**config.mk**
```make
export PLATFORM = sky130hd
export DESIGN_NAME = regfile_mp
export DESIGN_NICKNAME = d
export VERILOG_FILES = /design/src/rtl/regfile_pkg.sv /design/src/rtl/regfile_scoreboard.sv /design/src/rtl/regfile_mp.sv
export SDC_FILE = /design/constraint.sdc
export NUM_CORES = 2
export LEC_CHECK = 0
export ABC_AREA = 1
export CORE_ASPECT_RATIO = 1.1
export CORE_MARGIN = 4
export CORE_UTILIZATION = 47
export CTS_CLUSTER_DIAMETER = 30
export DETAILED_ROUTE_END_ITERATION = 8
export PLACE_DENSITY = 0.71
export SLEW_MARGIN = 20
export SYNTH_ARGS = -nofsm -noshare
export SYNTH_HDL_FRONTEND = slang
export SYNTH_SLANG_ARGS = --single-unit
```
**constraint.sdc**
```tcl
create_clock -name clk_i -period 2.8 [get_ports clk_i]
set_clock_uncertainty 0.15 [all_clocks]
set_input_delay 0.42 -clock clk_i [delete_from_list [all_inputs] [get_ports clk_i]]
set_output_delay 0.42 -clock clk_i [all_outputs]
set_load 0.005 [all_outputs]
```
**src/rtl/regfile_pkg.sv**
```systemverilog
// Shared register-file constants and the address-width helper, used by every pipeline stage.
// Latency: n/a (package only).
// Backpressure: n/a.
package regfile_pkg;

    localparam int XLEN_DEF  = 32;
    localparam int NREGS_DEF = 32;

    // Address width for a register count; at least one bit so a
    // degenerate count still yields a legal vector.
    function automatic int calc_aw(input int nregs);
        return (nregs <= 2) ? 1 : $clog2(nregs);
    endfunction

endpackage

```
**src/rtl/regfile_scoreboard.sv**
```systemverilog
// Pending-write scoreboard: one busy bit per register, set by reserve, cleared by write.
// Latency: busy_o updates one edge after the reserve/write.
// Backpressure: none; decode stalls on the busy bits itself.
//
// Ports: clk_i/rst_ni clock and async active-low reset; rsv_i/rsv_addr_i
// reserve request; wen_i/waddr_i write-port enables and addresses;
// busy_o registered scoreboard vector.
module regfile_scoreboard
    import regfile_pkg::*;
#(
    parameter int NREGS    = NREGS_DEF,
    parameter int NWR      = 1,
    parameter int ZERO_REG = 1
) (
    input  logic                             clk_i,
    input  logic                             rst_ni,
    input  logic                             rsv_i,
    input  logic [calc_aw(NREGS)-1:0]        rsv_addr_i,
    input  logic [NWR-1:0]                   wen_i,
    input  logic [NWR*calc_aw(NREGS)-1:0]    waddr_i,
    output logic [NREGS-1:0]                 busy_o
);

    localparam int AW = calc_aw(NREGS);

    logic [NREGS-1:0] r_busy;
    logic [NREGS-1:0] w_clr;
    logic [NREGS-1:0] w_busy_nxt;

    always_comb begin
        w_clr = '0;
        for (int j = 0; j < NWR; j++) begin
            if (wen_i[j]) begin
                w_clr[waddr_i[j*AW +: AW]] = 1'b1;
            end
        end
    end

    // A reserve outranks a same-edge write: the reservation belongs to a
    // younger instruction whose result is still outstanding.
    always_comb begin
        w_busy_nxt = r_busy;
        for (int i = 0; i < NREGS; i++) begin
            if (rsv_i && (rsv_addr_i == AW'(i))) begin
                w_busy_nxt[i] = 1'b1;
            end else if (w_clr[i]) begin
                w_busy_nxt[i] = 1'b0;
            end
        end
        if (ZERO_REG != 0) begin
            w_busy_nxt[0] = 1'b0;
        end
    end

    always_ff @(posedge clk_i or negedge rst_ni) begin
        if (!rst_ni) begin
            r_busy <= '0;
        end else begin
            r_busy <= w_busy_nxt;
        end
    end

    assign busy_o = r_busy;

endmodule

```
**src/rtl/regfile_mp.sv**
```systemverilog
// Multi-port integer register file with optional write-to-read bypass and pending-write scoreboard.
// Latency: reads combinational (0), writes visible next cycle (1), busy_o one edge after reserve/write.
// Backpressure: none; never stalls, decode stalls on rbusy_o.
//
// Ports: raddr_i/rdata_o/rbusy_o NRD read ports (slice k = port k);
// wen_i/waddr_i/wdata_i NWR write ports, highest index wins on collision;
// rsv_i/rsv_addr_i reserve request; busy_o full registered busy vector.
module regfile_mp
    import regfile_pkg::*;
#(
    parameter int XLEN     = XLEN_DEF,
    parameter int NREGS    = NREGS_DEF,
    parameter int NRD      = 2,
    parameter int NWR      = 1,
    parameter int BYPASS   = 1,
    parameter int ZERO_REG = 1
) (
    input  logic                             clk_i,
    input  logic                             rst_ni,
    input  logic [NRD*calc_aw(NREGS)-1:0]    raddr_i,
    output logic [NRD*XLEN-1:0]              rdata_o,
    output logic [NRD-1:0]                   rbusy_o,
    input  logic [NWR-1:0]                   wen_i,
    input  logic [NWR*calc_aw(NREGS)-1:0]    waddr_i,
    input  logic [NWR*XLEN-1:0]              wdata_i,
    input  logic                             rsv_i,
    input  logic [calc_aw(NREGS)-1:0]        rsv_addr_i,
    output logic [NREGS-1:0]                 busy_o
);

    localparam int AW = calc_aw(NREGS);

    logic [XLEN-1:0]  w_regs [NREGS];
    logic [NREGS-1:0] w_busy;

    // Storage. Register 0 has no flops when hardwired to zero.
    for (genvar i = 0; i < NREGS; i++) begin : g_reg
        if ((ZERO_REG != 0) && (i == 0)) begin : g_zero
            assign w_regs[i] = '0;
        end else begin : g_flop
            logic [XLEN-1:0] r_data;
            // Later ports overwrite earlier ones, so port NWR-1 wins a collision.
            always_ff @(posedge clk_i or negedge rst_ni) begin
                if (!rst_ni) begin
                    r_data <= '0;
                end else begin
                    for (int j = 0; j < NWR; j++) begin
                        if (wen_i[j] && (waddr_i[j*AW +: AW] == AW'(i))) begin
                            r_data <= wdata_i[j*XLEN +: XLEN];
                        end
                    end
                end
            end
            assign w_regs[i] = r_data;
        end
    end

    regfile_scoreboard #(
        .NREGS    (NREGS),
        .NWR      (NWR),
        .ZERO_REG (ZERO_REG)
    ) u_scoreboard (
        .clk_i      (clk_i),
        .rst_ni     (rst_ni),
        .rsv_i      (rsv_i),
        .rsv_addr_i (rsv_addr_i),
        .wen_i      (wen_i),
        .waddr_i    (waddr_i),
        .busy_o     (w_busy)
    );

    assign busy_o = w_busy;

    // Read ports with same-cycle bypass.
    for (genvar k = 0; k < NRD; k++) begin : g_rd
        logic [AW-1:0]   w_ra;
        logic            w_hit;
        logic [XLEN-1:0] w_byp;
        logic            w_zero;
        logic            w_rsv_hit;
        logic            w_use_byp;

        assign w_ra = raddr_i[k*AW +: AW];

        // Highest-index matching write port supplies the bypass data.
        always_comb begin
            w_hit = 1'b0;
            w_byp = '0;
            for (int j = 0; j < NWR; j++) begin
                if (wen_i[j] && (waddr_i[j*AW +: AW] == w_ra)) begin
                    w_hit = 1'b1;
                    w_byp = wdata_i[j*XLEN +: XLEN];
                end
            end
        end

        assign w_zero    = (ZERO_REG != 0) && (w_ra == '0);
        assign w_rsv_hit = rsv_i && (rsv_addr_i == w_ra);
        // Bypass is suppressed during reset so reads are 0 while reset is held.
        assign w_use_byp = (BYPASS != 0) && rst_ni && w_hit && !w_zero;

        assign rdata_o[k*XLEN +: XLEN] = w_use_byp ? w_byp : w_regs[w_ra];
        // An arriving write retires the pending value unless a new reserve
        // re-claims the same register on this edge.
        assign rbusy_o[k] = (w_use_byp && !w_rsv_hit) ? 1'b0 : w_busy[w_ra];
    end

endmodule
```
Word-level counts from Yosys, hierarchy flattened
Cells that the tools add are included.
{"block": "classes", "bitwise_logic": 2, "mux": 83, "reduce_logical": 110, "n_eq_ne": 66, "magnitude_cmp": 6}
{"op": "32-bit binary-select mux with 5-bit select", "n": 2}
{"op": "32-bit two-way mux", "n": 9}
{"op": "5-bit equality test (second input constant)", "n": 32}
{"op": "5-bit by 4-bit equality test with 1-bit output (second input constant)", "n": 16}
{"op": "1-bit logical AND", "n": 73}
{"op": "1-bit two-way mux", "n": 69}
{"op": "2-bit nonzero test", "n": 31}
{"op": "5-bit by 3-bit equality test with 1-bit output (second input constant)", "n": 8}
{"op": "5-bit by 2-bit equality test with 1-bit output (second input constant)", "n": 4}
{"op": "5-bit equality test", "n": 4}
{"op": "5-bit by 6-bit less-than comparator with 1-bit output (second input constant)", "n": 3}
{"op": "6-bit greater-or-equal comparator (second input constant)", "n": 2}
{"op": "5-bit inverter with 6-bit output", "n": 2}
{"op": "1-bit binary-select mux with 5-bit select", "n": 2}
{"op": "5-bit by 1-bit equality test with 1-bit output (second input constant)", "n": 2}
{"op": "5-bit zero test", "n": 2}
{"op": "1-bit demux with 5-bit select", "n": 1}
{"op": "5-bit by 1-bit greater-or-equal comparator with 1-bit output (second input constant)", "n": 1}
{"op": "1-bit zero test", "n": 4}
{"block": "totals", "out_inout_bits": 98, "inputBits": 56, "reg_bits": 1023, "word_cells": 329}

Logic depth before layout (Yosys ltp)
{"block": "depth", "word_depth": 7, "mapped_depth": 13, "depth_no_buf": 11}

By module
Synthesis repeated with hierarchy kept, for this count alone.
{"block": "hier_totals", "hier_cells": 9344, "hier_area_um2": 61431.4}
{"module": "regfile_mp", "instances": 1, "cells_each": 9128, "seq_area_each_um2": 24823.8, "area_each_um2": 59894.9}
{"module": "regfile_scoreboard", "instances": 1, "cells_each": 216, "seq_area_each_um2": 775.7, "area_each_um2": 1536.5}

Least setup slack after synthesis
No wires, ideal clock.
{"block": "synth_timing", "kind": "in2out", "start": "input raddr_i[1]", "end": "output rdata_o[31]", "setup_slack_ns": 0.724, "cell_stages": 9, "required_ns": 2.230, "arrival_time_ns": 1.506, "path_buffers": 3, "path_cell_list": "buf_2 -> buf_2 -> buf_1 -> o211ai_1 -> nand3_1 -> nand3_1 -> nand2_1 -> nand3_1 -> nand2_1"}
{"block": "synth_between", "elab_chain_cells": 6, "word_cells_on_any_way": 13, "cone_classes": "1 x eq/ne; 6 x mux; 1 x bitwise; 5 x reduce/logical"}
{"item": "start, declared", "line_no": "regfile_mp.sv:20", "text": "input logic [NRD*calc_aw(NREGS)-1:0] raddr_i,"}
{"item": "branches (longest 5 deep; another with 32-bit binary-select mux with 5-bit select)"}
{"item": "32-bit two-way mux (*)", "line_no": "regfile_mp.sv:102", "text": "assign rdata_o[k*XLEN +: XLEN] = w_use_byp ? w_byp : w_regs[w_ra];"}
{"item": "end, declared", "line_no": "regfile_mp.sv:21", "text": "output logic [NRD*XLEN-1:0] rdata_o,"}
Mark *: on every way between the ends. The select of a mux whose other input is x is not followed.

Worst setup path after layout
{"block": "layout_timing", "start": "register g_reg[15].g_flop.r_data[19]", "end": "output rdata_o[51]"}
{"block": "layout_between", "elab_chain_cells": 4}
{"item": "start, declared", "line_no": "regfile_mp.sv:41", "text": "logic [XLEN-1:0] r_data;"}
{"item": "start signal, assigned", "line_no": "regfile_mp.sv:49", "text": "r_data <= wdata_i[j*XLEN +: XLEN];"}
{"item": "32-bit binary-select mux with 5-bit select", "line_no": "regfile_mp.sv:102"}
{"item": "32-bit two-way mux (implied by the code) (2 in series)", "line_no": "regfile_mp.sv:102"}
{"item": "32-bit two-way mux", "line_no": "regfile_mp.sv:102"}
No other way between the ends. The select of a mux whose other input is x is not followed.

==> qor.yml <==
power:
  powerDensity_nw_per_um2: 754
  pwr-share-seq_pct: 32.9
  combPwrFrac_pct: 23.4
  swShare_pct: 32.0
  p_leak_nw: 37.4
  ir_drop_v: 0.000588
  p_clk_share_pct: 43.8
  power.switching_w: 0.0192
  intPower_w: 0.0407
layout:
  drive_above_1_share_pct: 18.0
  syn_to_final_growth_pct: 30.7
  most-common-layout-cells: "3023 x nand2_1, 1460 x nand3_1, 1018 x dfrtp_1, 866 x o21ai_0, 817 x inv_1"
  finalNetCount: 9428
  final_cells: 11249
  final_common_cell: "nand2_1"
timing:
  maxSlewViolCount: 0
  worst_pin_slew_ns: 1.02
  fin_crit_sh_pct: 102
  holdWs_ns: 0.223
  hold_violations: 0
  final.min_clock_period_ns: 2.85
  setup_viol_count_final: 4
  rsz0062_at_grt: "yes"
  slew-limit-headroom_pct: 32.1
  fmax_mhz: 351
  setup_slack_ns: -0.0502
synth:
  synth_area_um2: 60700
  synth_area_leaders: "dfrtp_1 42%, nand2_1 19%, nand3_1 15%"
  ys_seq_area_share_pct: 42.1
  synth.distinct_cells: 30
  ys_ff_latch: 1023
  synth.top_cell.area_share_pct: 42.1
  postSynthNetCount: 9165
  synthCells: 9109
  synthesis.yosys.warnings: 0
  synth.avg_cell_area_um2: 6.67
  yosysTopAreaCell: "dfrtp_1"
job:
  drv_cap: 0
route:
  vias: 68171
  wl_per_cell_um: 24.0
  ant_nets: 0
  routed_wirelength_mm: 270
  first_pass_iters: 7
  drc_errors: 0
  vias_per_cell: 6.06
  drt_iter0_markers: 10079
placed_design:
  port_buffers: 152
  routabilityCongestion: 0.969
  dp.cells: 10744
  dp_hpwl_mm: 168
critical_path:
  cp_max_fo: 3
  end_kind: "primary output"
  crit_type: "reg -> out"
  worst_setup_path_start_kind: "register"
  worstPathArrival_ns: 2.28
  required_ns: 2.23
clock_tree:
  clockBufferDepth: 3
  clk_pin_slew_ns: 0.04
  cts.sinks: 1023
  cts_tree: "done"
  clk_latency_ns: 0.81
  ctsHtreeMaxLevel: 4
  cts_made_buffers: 211
  root_buffer: "clkbuf_16"
floorplan:
  ios: 154
  fp.dieW_um: 351
  dieArea_um2: 135000
  initial_core_util_pct: 47.3
  core_um2: 128000
  die_h_um: 385
  rows: 138
grt:
  grt_max_degree: 183
  grt_pass1_wl_mm: 399
  grt_util_all_layers_pct: 38.9
  grt_overflow: 0
  grt_pass1_vias: 64737
  antenna_found_initial: 16
min_path:
  min_path_type: "in -> reg"
outcome:
  violations: "negative setup slack"
  status: "finished, violations left"
## critical path, cell delays in order (launching register included)
cell and delay (ns):
dfrtp_1 0.39, inv_1 0.15, nand2_1 0.08, nand3_1 0.08
nand3_1 0.07, nand3_1 0.15, nand3_2 0.11, nand3_1 0.13
nand2_1 0.06, dlygate4sd2_1 0.26
## registers in the layout (all words and copies together) (netlist names)
signal	count
u_scoreboard.busy_o	31
g.g_flop.r_data	992
## power groups by stage
stage,clock [W],combinational (W),sequential [W]
floorplan,0,0.00797,0.0194
global placement,0,0.0121,0.0196
detailed placement,0,0.0124,0.0197
CTS,0.0262,0.0131,0.0196
global route,0.0270,0.0154,0.0200
finish,0.0262,0.0140,0.0197
## per-layer routing
metal	up-vias	part of all wire (%)	global-route usage, %
met5	-	0.0048	0
met3	1550	16	14.9
met4	2	9.1	28.3
met2	5497	41	56.2
met1	31606	34	47.4
li1	29516	-	-
## logic make-up (layout without fill, tap and decap cells)
logic type	Yosys count	after routing	share of synthesized area, %
AO/OA/AOI/OAI	1174	1174	9.76
XOR/XNOR	9	9	0.130
flip-flops	1023	1023	42.1
other	1	17	0.00617
buffers and inverters	1779	2223	12.2
multiplexers	15	15	0.278
AND/OR/NAND/NOR	5108	5108	35.5
## cell type report
type                       instances  area [um^2]
timing repair buffer             821         9990
clock inverter                   126         1540
clock buffer                     268         5910
multi-input combinational       6307        30400
tap                             1680         2100
antenna                           16         40.0
fill                           10866        49100
sequential                      1023        25600
inverter                        1008         3850
## cell usage after synthesis
cell type / n
nand4_1: 2
o211ai_1: 13
mux2_2: 5
nor3_1: 13
a32o_1: 1
inv_2: 26
a21oi_1: 161
conb_1: 1
inv_4: 1
nand3b_1: 1
nand2_1: 3041
nor2_1: 216
buf_4: 66
dfrtp_1: 1023
buf_1: 84
nor2_2: 6
buf_2: 381
o21ai_0: 870
xor2_1: 5
clkbuf_1: 240
nand3_1: 1815
o21ai_1: 125
a22o_1: 4
mux2_1: 10
or2_2: 6
xnor2_1: 4
nor3_2: 3
inv_1: 980
clkinv_1: 1
nor2_4: 5
## stage by stage
step	utilization (%)	area, um^2	power (W)	setup slack, ns	TNS (ns)
2_1_floorplan	-	60700	0.0273	0.724	0
4_1_cts	60.7	78000	0.0589	-0.129	-0.508
3_3_place_gp	53.3	68400	0.0317	-0.460	-22.46
6_report	61.8	79400	0.0598	-0.0502	-0.141
3_5_place_dp	53.3	68400	0.0322	-0.460	-22.29
5_1_grt	61.8	79400	0.0623	-0.0876	-0.708
## what timing repair did
| item | 4_1_cts | 5_1_grt |
|---|---|---|
| setup buffers | 65 | 29 |
| hold buffers | 1 | 0 |
| gates resized for setup | 486 | 355 |
| pin swaps | 112 | 136 |
| cloned | 7 | 3 |
| endpoints found under the setup margin | 66 | 65 |
| endpoints found under the hold margin | 128 | 0 |
## worst paths after layout
kind	start	endpoint	slack (ns)	depth (start not counted)
min	waddr_i[1]	u_scoreboard.busy_o[4]	0.22	6
min in group asynchronous	rst_ni	g_reg[10].g_flop.r_data[11]	0.56	4
max in group asynchronous	rst_ni	g_reg[14].g_flop.r_data[15]	0.43	5
max	g_reg[15].g_flop.r_data[19]	rdata_o[51]	-0.05	9
min reg2reg	g_reg[1].g_flop.r_data[3]	g_reg[1].g_flop.r_data[3]	0.36	1
max reg2reg	g_reg[17].g_flop.r_data[14]	g_reg[17].g_flop.r_data[14]	0.10	18
No activity file was read; power rests on OpenSTA's default activity.
